File: config.mk
export PLATFORM = sky130hd
export DESIGN_NAME = rr_mux_arb
export DESIGN_NICKNAME = d
export VERILOG_FILES = /design/src/rtl/rr_mux_arb.sv
export SDC_FILE = /design/constraint.sdc
export NUM_CORES = 1
export LEC_CHECK = 0
export CORE_ASPECT_RATIO = 0.8
export CORE_UTILIZATION = 36
export CTS_CLUSTER_SIZE = 16
export DETAILED_ROUTE_END_ITERATION = 16
export PLACE_DENSITY = 0.82
export SYNTH_ARGS = -nofsm -noshare
export SYNTH_HDL_FRONTEND = slang
export SYNTH_SLANG_ARGS = --single-unit
File: constraint.sdc
create_clock -name clk_i -period 5.45 [get_ports clk_i]
set_input_delay 1.09 -clock clk_i [delete_from_list [all_inputs] [get_ports clk_i]]
set_output_delay 1.09 -clock clk_i [all_outputs]
set_load 0.02 [all_outputs]
File: src/rtl/rr_mux_arb.sv
// N-channel registered multiplexer with valid/ready handshakes on every port.
// One requesting channel is granted per cycle, round-robin or fixed priority.
module rr_mux_arb #(
  parameter int WIDTH    = 32,
  parameter int CHANNELS = 4,
  parameter int SEL_W    = 2
) (
  input  logic                      clk_i,
  input  logic                      rst_ni,
  input  logic [CHANNELS*WIDTH-1:0] d_i,
  input  logic [CHANNELS-1:0]       d_valid_i,
  output logic [CHANNELS-1:0]       d_ready_o,
  input  logic                      mode_i,
  output logic [WIDTH-1:0]          y_o,
  output logic [SEL_W-1:0]          y_sel_o,
  output logic                      y_valid_o,
  input  logic                      y_ready_i
);

  typedef enum logic {
    ST_EMPTY = 1'b0,
    ST_FULL  = 1'b1
  } state_e;

  state_e               state_q, state_d;
  logic [WIDTH-1:0]     y_q, y_d;
  logic [SEL_W-1:0]     sel_q, sel_d;
  logic [SEL_W-1:0]     ptr_q, ptr_d;

  logic                 gnt_any_s;
  logic [SEL_W-1:0]     gnt_idx_s;
  logic [CHANNELS-1:0]  gnt_s;
  logic [WIDTH-1:0]     gnt_data_s;
  logic                 load_s;
  logic                 xfer_in_s;

  // Search for the first requester, starting at the pointer (round-robin) or at channel 0
  always_comb begin : arb_comb
    logic [SEL_W:0] cand;
    gnt_any_s = 1'b0;
    gnt_idx_s = '0;
    cand      = '0;
    for (int off = 0; off < CHANNELS; off++) begin
      if (mode_i) begin
        cand = (SEL_W+1)'(off);
      end else begin
        cand = {1'b0, ptr_q} + (SEL_W+1)'(off);
        if (cand >= (SEL_W+1)'(CHANNELS)) begin
          cand = cand - (SEL_W+1)'(CHANNELS);
        end else begin
          cand = cand;
        end
      end
      if (!gnt_any_s && d_valid_i[cand[SEL_W-1:0]]) begin
        gnt_any_s = 1'b1;
        gnt_idx_s = cand[SEL_W-1:0];
      end else begin
        gnt_any_s = gnt_any_s;
      end
    end
  end

  // Data word of the granted channel
  always_comb begin
    gnt_data_s = '0;
    for (int i = 0; i < CHANNELS; i++) begin
      if (gnt_idx_s == SEL_W'(i)) begin
        gnt_data_s = d_i[i*WIDTH +: WIDTH];
      end else begin
        gnt_data_s = gnt_data_s;
      end
    end
  end

  // Grant vector and handshake qualifiers
  always_comb begin
    if (gnt_any_s) begin
      gnt_s = CHANNELS'(1) << gnt_idx_s;
    end else begin
      gnt_s = '0;
    end
    load_s    = (state_q == ST_EMPTY) | y_ready_i;
    xfer_in_s = gnt_any_s & load_s;
    d_ready_o = gnt_s & {CHANNELS{load_s & rst_ni}};
  end

  // Output register state machine and pointer update
  always_comb begin
    state_d = state_q;
    y_d     = y_q;
    sel_d   = sel_q;
    ptr_d   = ptr_q;
    if (xfer_in_s) begin
      y_d   = gnt_data_s;
      sel_d = gnt_idx_s;
      if (!mode_i) begin
        if (gnt_idx_s == SEL_W'(CHANNELS-1)) begin
          ptr_d = '0;
        end else begin
          ptr_d = gnt_idx_s + SEL_W'(1);
        end
      end else begin
        ptr_d = ptr_q;
      end
    end else begin
      ptr_d = ptr_q;
    end
    case (state_q)
      ST_EMPTY: begin
        if (gnt_any_s) begin
          state_d = ST_FULL;
        end else begin
          state_d = ST_EMPTY;
        end
      end
      ST_FULL: begin
        if (y_ready_i && !gnt_any_s) begin
          state_d = ST_EMPTY;
        end else begin
          state_d = ST_FULL;
        end
      end
      default: state_d = ST_EMPTY;
    endcase
  end

  // State, output and pointer registers; a word in flight is dropped on reset
  always_ff @(posedge clk_i or negedge rst_ni) begin
    if (!rst_ni) begin
      state_q <= ST_EMPTY;
      y_q     <= '0;
      sel_q   <= '0;
      ptr_q   <= '0;
    end else begin
      state_q <= state_d;
      y_q     <= y_d;
      sel_q   <= sel_d;
      ptr_q   <= ptr_d;
    end
  end

  assign y_o       = y_q;
  assign y_sel_o   = sel_q;
  assign y_valid_o = (state_q == ST_FULL);

endmodule

Yosys cells after proc, flatten, opt, wreduce, memory -nomap -nowiden
Cells that the tools add are included.
Cells by class
  $add $sub $neg: 8
  order comparisons: 8
  eq/ne operators: 3
  shifts and indexed selects: 1
  mux-type cells: 33
  bitwise gates (word level): 6
  reductions and logical operators: 10
Operator list (count)
  $mux W32: 4
  $mux W2: 13
  $lt A2 B3 Y1 const B: 4
  $mux W1: 10
  $ge A3 B3 Y1 const B: 3
  $bmux W1 S2: 4
  $sub A2 B1 Y2 const B: 4
  $add A2 B2 Y3 const B: 2
  $and A4 B4 Y4: 1
  $eq A2 B2 Y1 const B: 2
  $logic_and A1 B1 Y1: 4
  $logic_not A1 Y1: 4
  $mux W4: 1
  $shl A1 B2 Y4 const A: 1
  $add A2 B1 Y3 const B: 1
  $ge A2 B3 Y1 const B: 1
  $add A2 B1 Y2 const B: 1
  $and A1 B1 Y1: 2
  $eq A2 B1 Y1 const B: 1
  $logic_not A2 Y1: 1
  $not A1 Y1: 2
  $pmux W1 S2: 1
  $reduce_and A2 Y1: 1
  $or A1 B1 Y1: 1
Word-level totals
  register bits after elaboration: 37
  input bits: 136

Logic depth before layout (Yosys ltp)
Gate-level depths: netlist (run 1).
  depth in word-level cells: 20
  depth in mapped cells: 14
  mapped depth without buffers: 11

Worst setup path after synthesis (run 1)
Ideal clock, no wire load.
  kind: input port to output port
  from: input port mode_i
  to: output port d_ready_o[3]
  data arrival time: 3590 ps
  data required time: 4360 ps
  slack: 770 ps
  stages: 10
  cells stage by stage: buf_6 -> nor2b_4 -> mux4_2 -> a211oi_4 -> nor2_1 -> o32ai_1 -> ha_1 -> clkbuf_1 -> clkbuf_1 -> and3_1
On the way
  cells in the longest elaborated chain, start to end: 16
  elaborated cells between the ends (all ways): 29
  classes of those cells: 1 x shift; 21 x mux; 1 x bitwise; 6 x reduce/logical
Ends and longest elaborated chain
  start: declaration: RTL line 13  | input logic mode_i,
  $mux W2: RTL line 44  | if (mode_i) begin
  $bmux W1 S2: RTL line 54  | if (!gnt_any_s && d_valid_i[cand[SEL_W-1:0]]) begin
  $mux W1 (implied by the code): RTL line 54
  $mux W1: RTL line 54
  $logic_not A1 Y1: RTL line 54
  $logic_and A1 B1 Y1: RTL line 54
  $mux W1: RTL line 54
  $logic_not A1 Y1: RTL line 54
  $logic_and A1 B1 Y1: RTL line 54
  $mux W1: RTL line 54
  $logic_not A1 Y1: RTL line 54
  $logic_and A1 B1 Y1: RTL line 54
  $mux W2 (*): RTL line 54
  via gnt_idx_s[0]: RTL line 31  | logic [SEL_W-1:0] gnt_idx_s;
  $shl A1 B2 Y4 (*): RTL line 78  | gnt_s = CHANNELS'(1) << gnt_idx_s;
  $mux W4 (*): RTL line 77  | if (gnt_any_s) begin
  $and A4 B4 Y4 (*): RTL line 84  | d_ready_o = gnt_s & {CHANNELS{load_s & rst_ni}};
  end: declaration: RTL line 12  | output logic [CHANNELS-1:0] d_ready_o,
The timed path passes the listed nets; every way through them passes the cells marked *. The select of a mux whose other input is x is not followed.

Worst setup path after layout (run 1)
Ends and elaborated chain as after synthesis.

==> flow_metrics.tcl, run 1 <==
set metrics [dict create \
    worst-setup-path-type "input pin to output pin" \
    cpMostUsedCell "clkdlybuf4s50_1" \
    stdcell_count 546 \
    worst_pin_slew_ns 1.08 \
    ys_seq_area_share_pct 36.7 \
    worstSetupStartpoint "mode_i" \
    postCtsSetupBuffers 0 \
    rsz0062_at_grt "false" \
    pwr-share-seq_pct 24.7 \
    drt_pre_antenna_iters 4 \
    end_kind "output pin" \
    required_ns 4.36 \
    final_nets 602 \
    drcViolationCount 0 \
    ys.flop_type "dfrtp_1" \
    final_antenna_net_count 0 \
    place.port_buffers 174 \
    wirelength_um 8510 \
    slew_headroom_pct 27.8 \
    area_delta_synth_final_pct 73.6 \
    postCtsHoldBufs 0 \
    routabilityCongestion 0.846 \
    crit_chain "clkdlybuf4s50_1 -> nor2b_4 -> mux4_2 -> a211oi_4 -> nor2_1 -> o32ai_2 -> ha_2 -> and3_1 -> clkdlybuf4s50_1" \
    core_um2 6570 \
    holdCritPathClass "register to register" \
    grt_overflow 0 \
    yosys_warnings 0 \
    routed_via_density 5.28 \
    async_flop_share_pct 100 \
    power_density_nw_per_um2 426 \
    htreeDepth 2 \
    crit_path_max_incr_delay_ns 0.61 \
    grt_max_degree 67 \
    cts_buffers 5 \
    ioPinCount 175 \
    cts_buffer_depth 2 \
    die_area_um2 7340 \
    chipWidth_um 95.6 \
    combPwrFrac_pct 65.2 \
    drive_gt1_share_pct 5.84 \
    synthCells 306 \
    drt_iter0_markers 83 \
    maxCapViolCount 0 \
    dp.cells 539 \
    ctsResizeCount 0 \
    r2r-start "ptr_q[1]$_DFFE_PN0P_" \
    cpMaxStageDelayCell "clkdlybuf4s50_1" \
    syn_nets 446 \
    clkLatencyLatePin_ns 0.27 \
    max-vdd-ir-drop_uv 263 \
    dpl.hpwl_um 6250 \
    slew_violations 0 \
    cts_tree "done" \
    syn-cell-area_um2 2520 \
    critPathMaxFanout 9 \
    hold_viol 0 \
    synth.distinct_cells 33 \
    track_usage_pct 22.4 \
    synth_enable_flop_cells 0 \
    syn_avg_cell_area_um2 8.24 \
    status "complete, no violations" \
    synth_seq_cells 37 \
    initial_core_util_pct 38.4 \
    setup_tns_ns 0 \
    antenna_found_initial 0 \
    setup_viol 0 \
    power.net_switching_mw 0.795 \
    post-route-period-util_pct 96.7 \
    antennaDiodeCount 0 \
    rows 26 \
    grt_pass1_vias 2738 \
    vias 2883 \
    endpoint "d_ready_o[3]" \
    grt_pass1_wl_um 12900 \
    p_sw_share_pct 42.6 \
    r2r_setup_slack_ns 1.79 \
    intPower_mw 1.07 \
    p_clk_share_pct 10.0 \
    cp_data_arrival_time_ns 4.18 \
    nFillCells 540 \
    crit_path_start_kind "input pin" \
    r2r_end "y_o[19]$_DFFE_PN0N_" \
    reg2regPathDepth 13 \
    fp.dieH_um 76.9 \
    finalClockSkew_ns 0.00408 \
    fin_crit_ns 5.27 \
    clk_pin_slew_ns 0.06 \
    cts-root-buf "clkbuf_8" \
    wl_per_cell_um 15.6 \
    leakagePower_nw 1.69 \
    clock-sinks 37 \
    fmax_mhz 190 \
]
==> power groups by stage <==
| stage | sequential, mW | clock (mW) | combinational [mW] |
|---|---|---|---|
| detailed placement | 0.465 | 0 | 1.23 |
| CTS | 0.462 | 0.195 | 1.23 |
| global placement | 0.460 | 0 | 1.19 |
| global route | 0.477 | 0.207 | 1.34 |
| finish | 0.462 | 0.187 | 1.22 |
| floorplan | 0.598 | 0 | 0.595 |
==> flip-flops by register name, indices dropped and copies added (netlist names) <==
| signal | cells |
|---|---|
| y_o | 32 |
| y_valid_o | 1 |
| y_sel_o | 2 |
| ptr_q | 2 |
==> per-stage QoR <==
step,power (mW),util [%],area (µm²),setup slack (ns),hold WS (ns)
2_1_floorplan,1.19,-,2520,0.770,0.526
3_3_place_gp,1.65,65.2,4280,0.245,0.461
3_5_place_dp,1.69,65.2,4280,0.0662,0.469
4_1_cts,1.89,66.5,4370,0.0628,0.484
5_1_grt,2.02,66.6,4380,0.0332,0.499
6_report,1.87,66.6,4380,0.177,0.475
==> layout by cell type, fill, tap and decap left out, types with 3 or more instances in the layout <==
| cell | count |
|---|---|
| a21oi_1 | 34 |
| nor2b_1 | 33 |
| nor3_1 | 31 |
| nor2_1 | 4 |
| a221oi_1 | 31 |
| nand2_1 | 36 |
| dfrtp_1 | 37 |
| mux2i_1 | 3 |
| clkbuf_8 | 6 |
| and3_1 | 4 |
| o21ai_0 | 33 |
| clkdlybuf4s50_1 | 173 |
| buf_4 | 5 |
==> cells in the mapped netlist (3+ instances only) <==
library cell	instances	area (µm²)
nor3_1	31	155
nor2b_1	34	213
a221oi_1	31	272
clkbuf_1	24	90.1
dfrtp_1	37	926
ha_1	4	50.1
nand2_1	36	135
and3_1	4	25.0
buf_2	5	25.0
a21oi_1	34	170
o21ai_0	33	165
nor2_1	4	15.0
mux2i_1	3	30.0
==> worst min-delay path by stage <==
stage | start | endpoint | slack (ns) | cells after the start
final | y_o[29]$_DFFE_PN0N_ | y_o[29]$_DFFE_PN0N_ | 0.48 | 2
after global routing | y_o[18]$_DFFE_PN0N_ | y_o[18]$_DFFE_PN0N_ | 0.50 | 2
after CTS | y_o[29]$_DFFE_PN0N_ | y_o[29]$_DFFE_PN0N_ | 0.48 | 2
after detailed placement | y_o[29]$_DFFE_PN0N_ | y_o[29]$_DFFE_PN0N_ | 0.47 | 2
after global placement | y_o[29]$_DFFE_PN0N_ | y_o[29]$_DFFE_PN0N_ | 0.46 | 2
after floorplan | ptr_q[1]$_DFFE_PN0P_ | ptr_q[1]$_DFFE_PN0P_ | 0.53 | 1
==> cell families after synthesis <==
group / share of synthesized area [%]
and+or+nand+nor: 24.1
AOI/OAI and AO/OA: 28.2
DFF: 36.7
buffers and inverters: 5.31
muxes: 2.98
adders and majority gates: 1.99
xor gates and xnor gates: 0.695
==> critical path, delay by kind of cell <==
kind                       cells  cell delay, ns
AOI/OAI and AO/OA              2            0.63
and+or+nand+nor                3            0.50
adders and majority gates      1            0.23
muxes                          1            0.54
buffers and inverters          2            1.20
==> final cells by class <==
cell class,count,area (µm²),share of cell area (%)
Multi-Input combinational cell,237,1480,33.8
Clock buffer,7,86.3,1.97
Timing Repair Buffer,179,1770,40.5
Inverter,2,7.51,0.171
Sequential cell,37,926,21.1
Tap cell,84,105,2.40
==> layer usage <==
layer | share of wire, % | wire length [µm] | vias up | GRT usage (%)
met1 | 41 | 3510 | 1312 | 26.6
li1 | - | - | 1434 | -
met2 | 49 | 4170 | 124 | 40.3
met3 | 8.6 | 735 | 13 | 5.36
met4 | 1.2 | 102 | 0 | 5.22
met5 | 0 | 0 | - | 0
Note: power is estimated with default switching activity, not from simulation.
==> run 2, diff against run 1 <==
CELL_PAD_IN_SITES_DETAIL_PLACEMENT = 0   (was default)
CELL_PAD_IN_SITES_GLOBAL_PLACEMENT = 1   (was default)
CORE_UTILIZATION = 24   (was 36)
HOLD_SLACK_MARGIN = 0.1   (was default)
PLACE_DENSITY = default   (was 0.82)
PLACE_DENSITY_LB_ADDON = 0.1   (was default)
REMOVE_ABC_BUFFERS = 1   (was default)
==> flow_metrics.tcl, run 2 (same netlist as run 1, synthesis figures left out) <==
set metrics [dict create \
    slew_violations 0 \
    cp_data_arrival_time_ns 4.19 \
    regArea_um2 926 \
    end_kind "output pin" \
    nFillCells 1063 \
    die_area_um2 10900 \
    fp.dieH_um 93.7 \
    clkLatencyLatePin_ns 0.27 \
    wl_per_cell_um 14.8 \
    grt_max_degree 65 \
    area_delta_synth_final_pct 79.0 \
    hold_viol 0 \
    critPathMaxFanout 9 \
    initial_core_util_pct 24.6 \
    multiInputGateArea_um2 1470 \
    slew_headroom_pct 48.2 \
    status "complete, no violations" \
    crit_path_max_incr_delay_ns 0.60 \
    dpl.hpwl_um 6390 \
    fmax_mhz 189 \
    dp_slack_ns 0.173 \
    worst_pin_slew_ns 0.777 \
    routabilityCongestion 0.782 \
    cp_num_buf_inv 2 \
    leakagePower_nw 1.72 \
    finalClockSkew_ns 0.00422 \
    antenna_found_initial 0 \
    crit_chain "clkdlybuf4s50_1 -> nor2b_4 -> mux4_2 -> a211oi_4 -> nor2_1 -> o32ai_1 -> ha_2 -> and3_1 -> clkdlybuf4s50_1" \
    post-route-period-util_pct 96.8 \
    grt_pass1_wl_um 13300 \
    layout_commonest_cell "clkdlybuf4s50_1" \
    stdcell_count 604 \
    setup_tns_ns 0 \
    maxCapViolCount 0 \
    holdCritPathClass "register to register" \
    grt_pass1_vias 2628 \
    drt_pre_antenna_iters 4 \
    dp.cells 597 \
    setup_ws_ns 0.172 \
    core_um2 10200 \
    cpMostUsedCell "clkdlybuf4s50_1" \
    htreeDepth 2 \
    wirelength_um 8920 \
    place.port_buffers 174 \
    cts_tree "done" \
    drive_gt1_share_pct 6.03 \
    fin_crit_ns 5.28 \
    worst-setup-path-type "input pin to output pin" \
    setup_viol 0 \
    cpMaxStageDelayCell "clkdlybuf4s50_1" \
    grt_overflow 0 \
    largest_reg_flops 32 \
    cts_buffer_depth 2 \
    clock-sinks 37 \
    rows 33 \
    postCtsHoldBufs 0 \
    ctsResizeCount 0 \
    power_density_nw_per_um2 434 \
    ioPinCount 175 \
    cts-root-buf "clkbuf_16" \
    required_ns 4.36 \
    antennaDiodeCount 0 \
    final_antenna_net_count 0 \
    final_nets 604 \
    hold_ws_ns 0.474 \
    postCtsSetupBuffers 0 \
    vias 2825 \
    crit_path_start_kind "input pin" \
    drcViolationCount 0 \
    rsz0062_at_grt "false" \
    max-vdd-ir-drop_uv 187 \
    routed_via_density 4.68 \
    cts_buffers 5 \
    chipWidth_um 117 \
    crit_family "buffers and inverters" \
    clk_pin_slew_ns 0.05 \
    drt_iter0_markers 108 \
    track_usage_pct 16.0 \
    most-common-layout-cells "173 x clkdlybuf4s50_1, 37 x dfrtp_1, 36 x nand2_1" \
]
==> run 2: path summary, 6_finish.rpt <==
| check | to | slack, ns | depth (start not counted) | from |
|---|---|---|---|---|
| setup / recovery | d_ready_o[3] | 0.17 | 9 | mode_i |
| hold / removal | y_o[16]$_DFFE_PN0N_ | 0.47 | 2 | y_o[16]$_DFFE_PN0N_ |
| setup reg to reg | y_o[26]$_DFFE_PN0N_ | 1.67 | 13 | ptr_q[1]$_DFFE_PN0P_ |
| hold reg to reg | y_o[16]$_DFFE_PN0N_ | 0.47 | 2 | y_o[16]$_DFFE_PN0N_ |
| max in group asynchronous | y_o[10]$_DFFE_PN0N_ | 4.19 | 2 | rst_ni |
| min in group asynchronous | y_o[12]$_DFFE_PN0N_ | 0.88 | 2 | rst_ni |
==> run 2: metrics by stage <==
stage	util, %	total power [mW]	instance area [µm²]
CTS	44.1	1.99	4510
detailed placement	42.7	1.70	4370
global route	44.1	2.13	4510
finish	44.1	1.96	4510
floorplan	-	1.17	2390
global placement	42.7	1.68	4370
==> run 2: layout make-up <==
| class | instances | area share [%] |
|---|---|---|
| Timing Repair Buffer | 181 | 39.7 |
| Multi-Input combinational cell | 237 | 32.6 |
| Sequential cell | 37 | 20.5 |
| Tap cell | 140 | 3.88 |
| Clock buffer | 7 | 3.16 |
| Inverter | 2 | 0.166 |
==> run 2: worst reg2reg max path: stages, from the launching register on <==
cell	delay, ns
dfrtp_1	0.37
nor2b_4	0.18
mux4_2	0.54
a211oi_4	0.27
nor2_1	0.13
o32ai_1	0.40
ha_1	0.22
buf_4	0.36
nor2b_2	0.28
buf_4	0.28
a221oi_1	0.29
nor3_1	0.07
a21oi_1	0.14
o21ai_0	0.09
==> run 2: metal layers <==
layer	up-vias	GRT usage [%]	wire, µm
li1	1444	-	-
met1	1266	19.4	3990
met2	113	27.6	3970
met3	2	5.81	932
met4	0	2.53	33
met5	-	0	0
==> run 2: power by group <==
group	switching, mW	internal (mW)
Combinational	0.640	0.575
Clock	0.103	0.179
Sequential	0.0649	0.394
==> run 3, diff against run 2 <==
SKIP_CTS_REPAIR_TIMING = 1   (was default)
SKIP_LAST_GASP = 1   (was default)
==> results of run 3 <==
The final DEF is identical to that of run 2; final timing and power are the same.
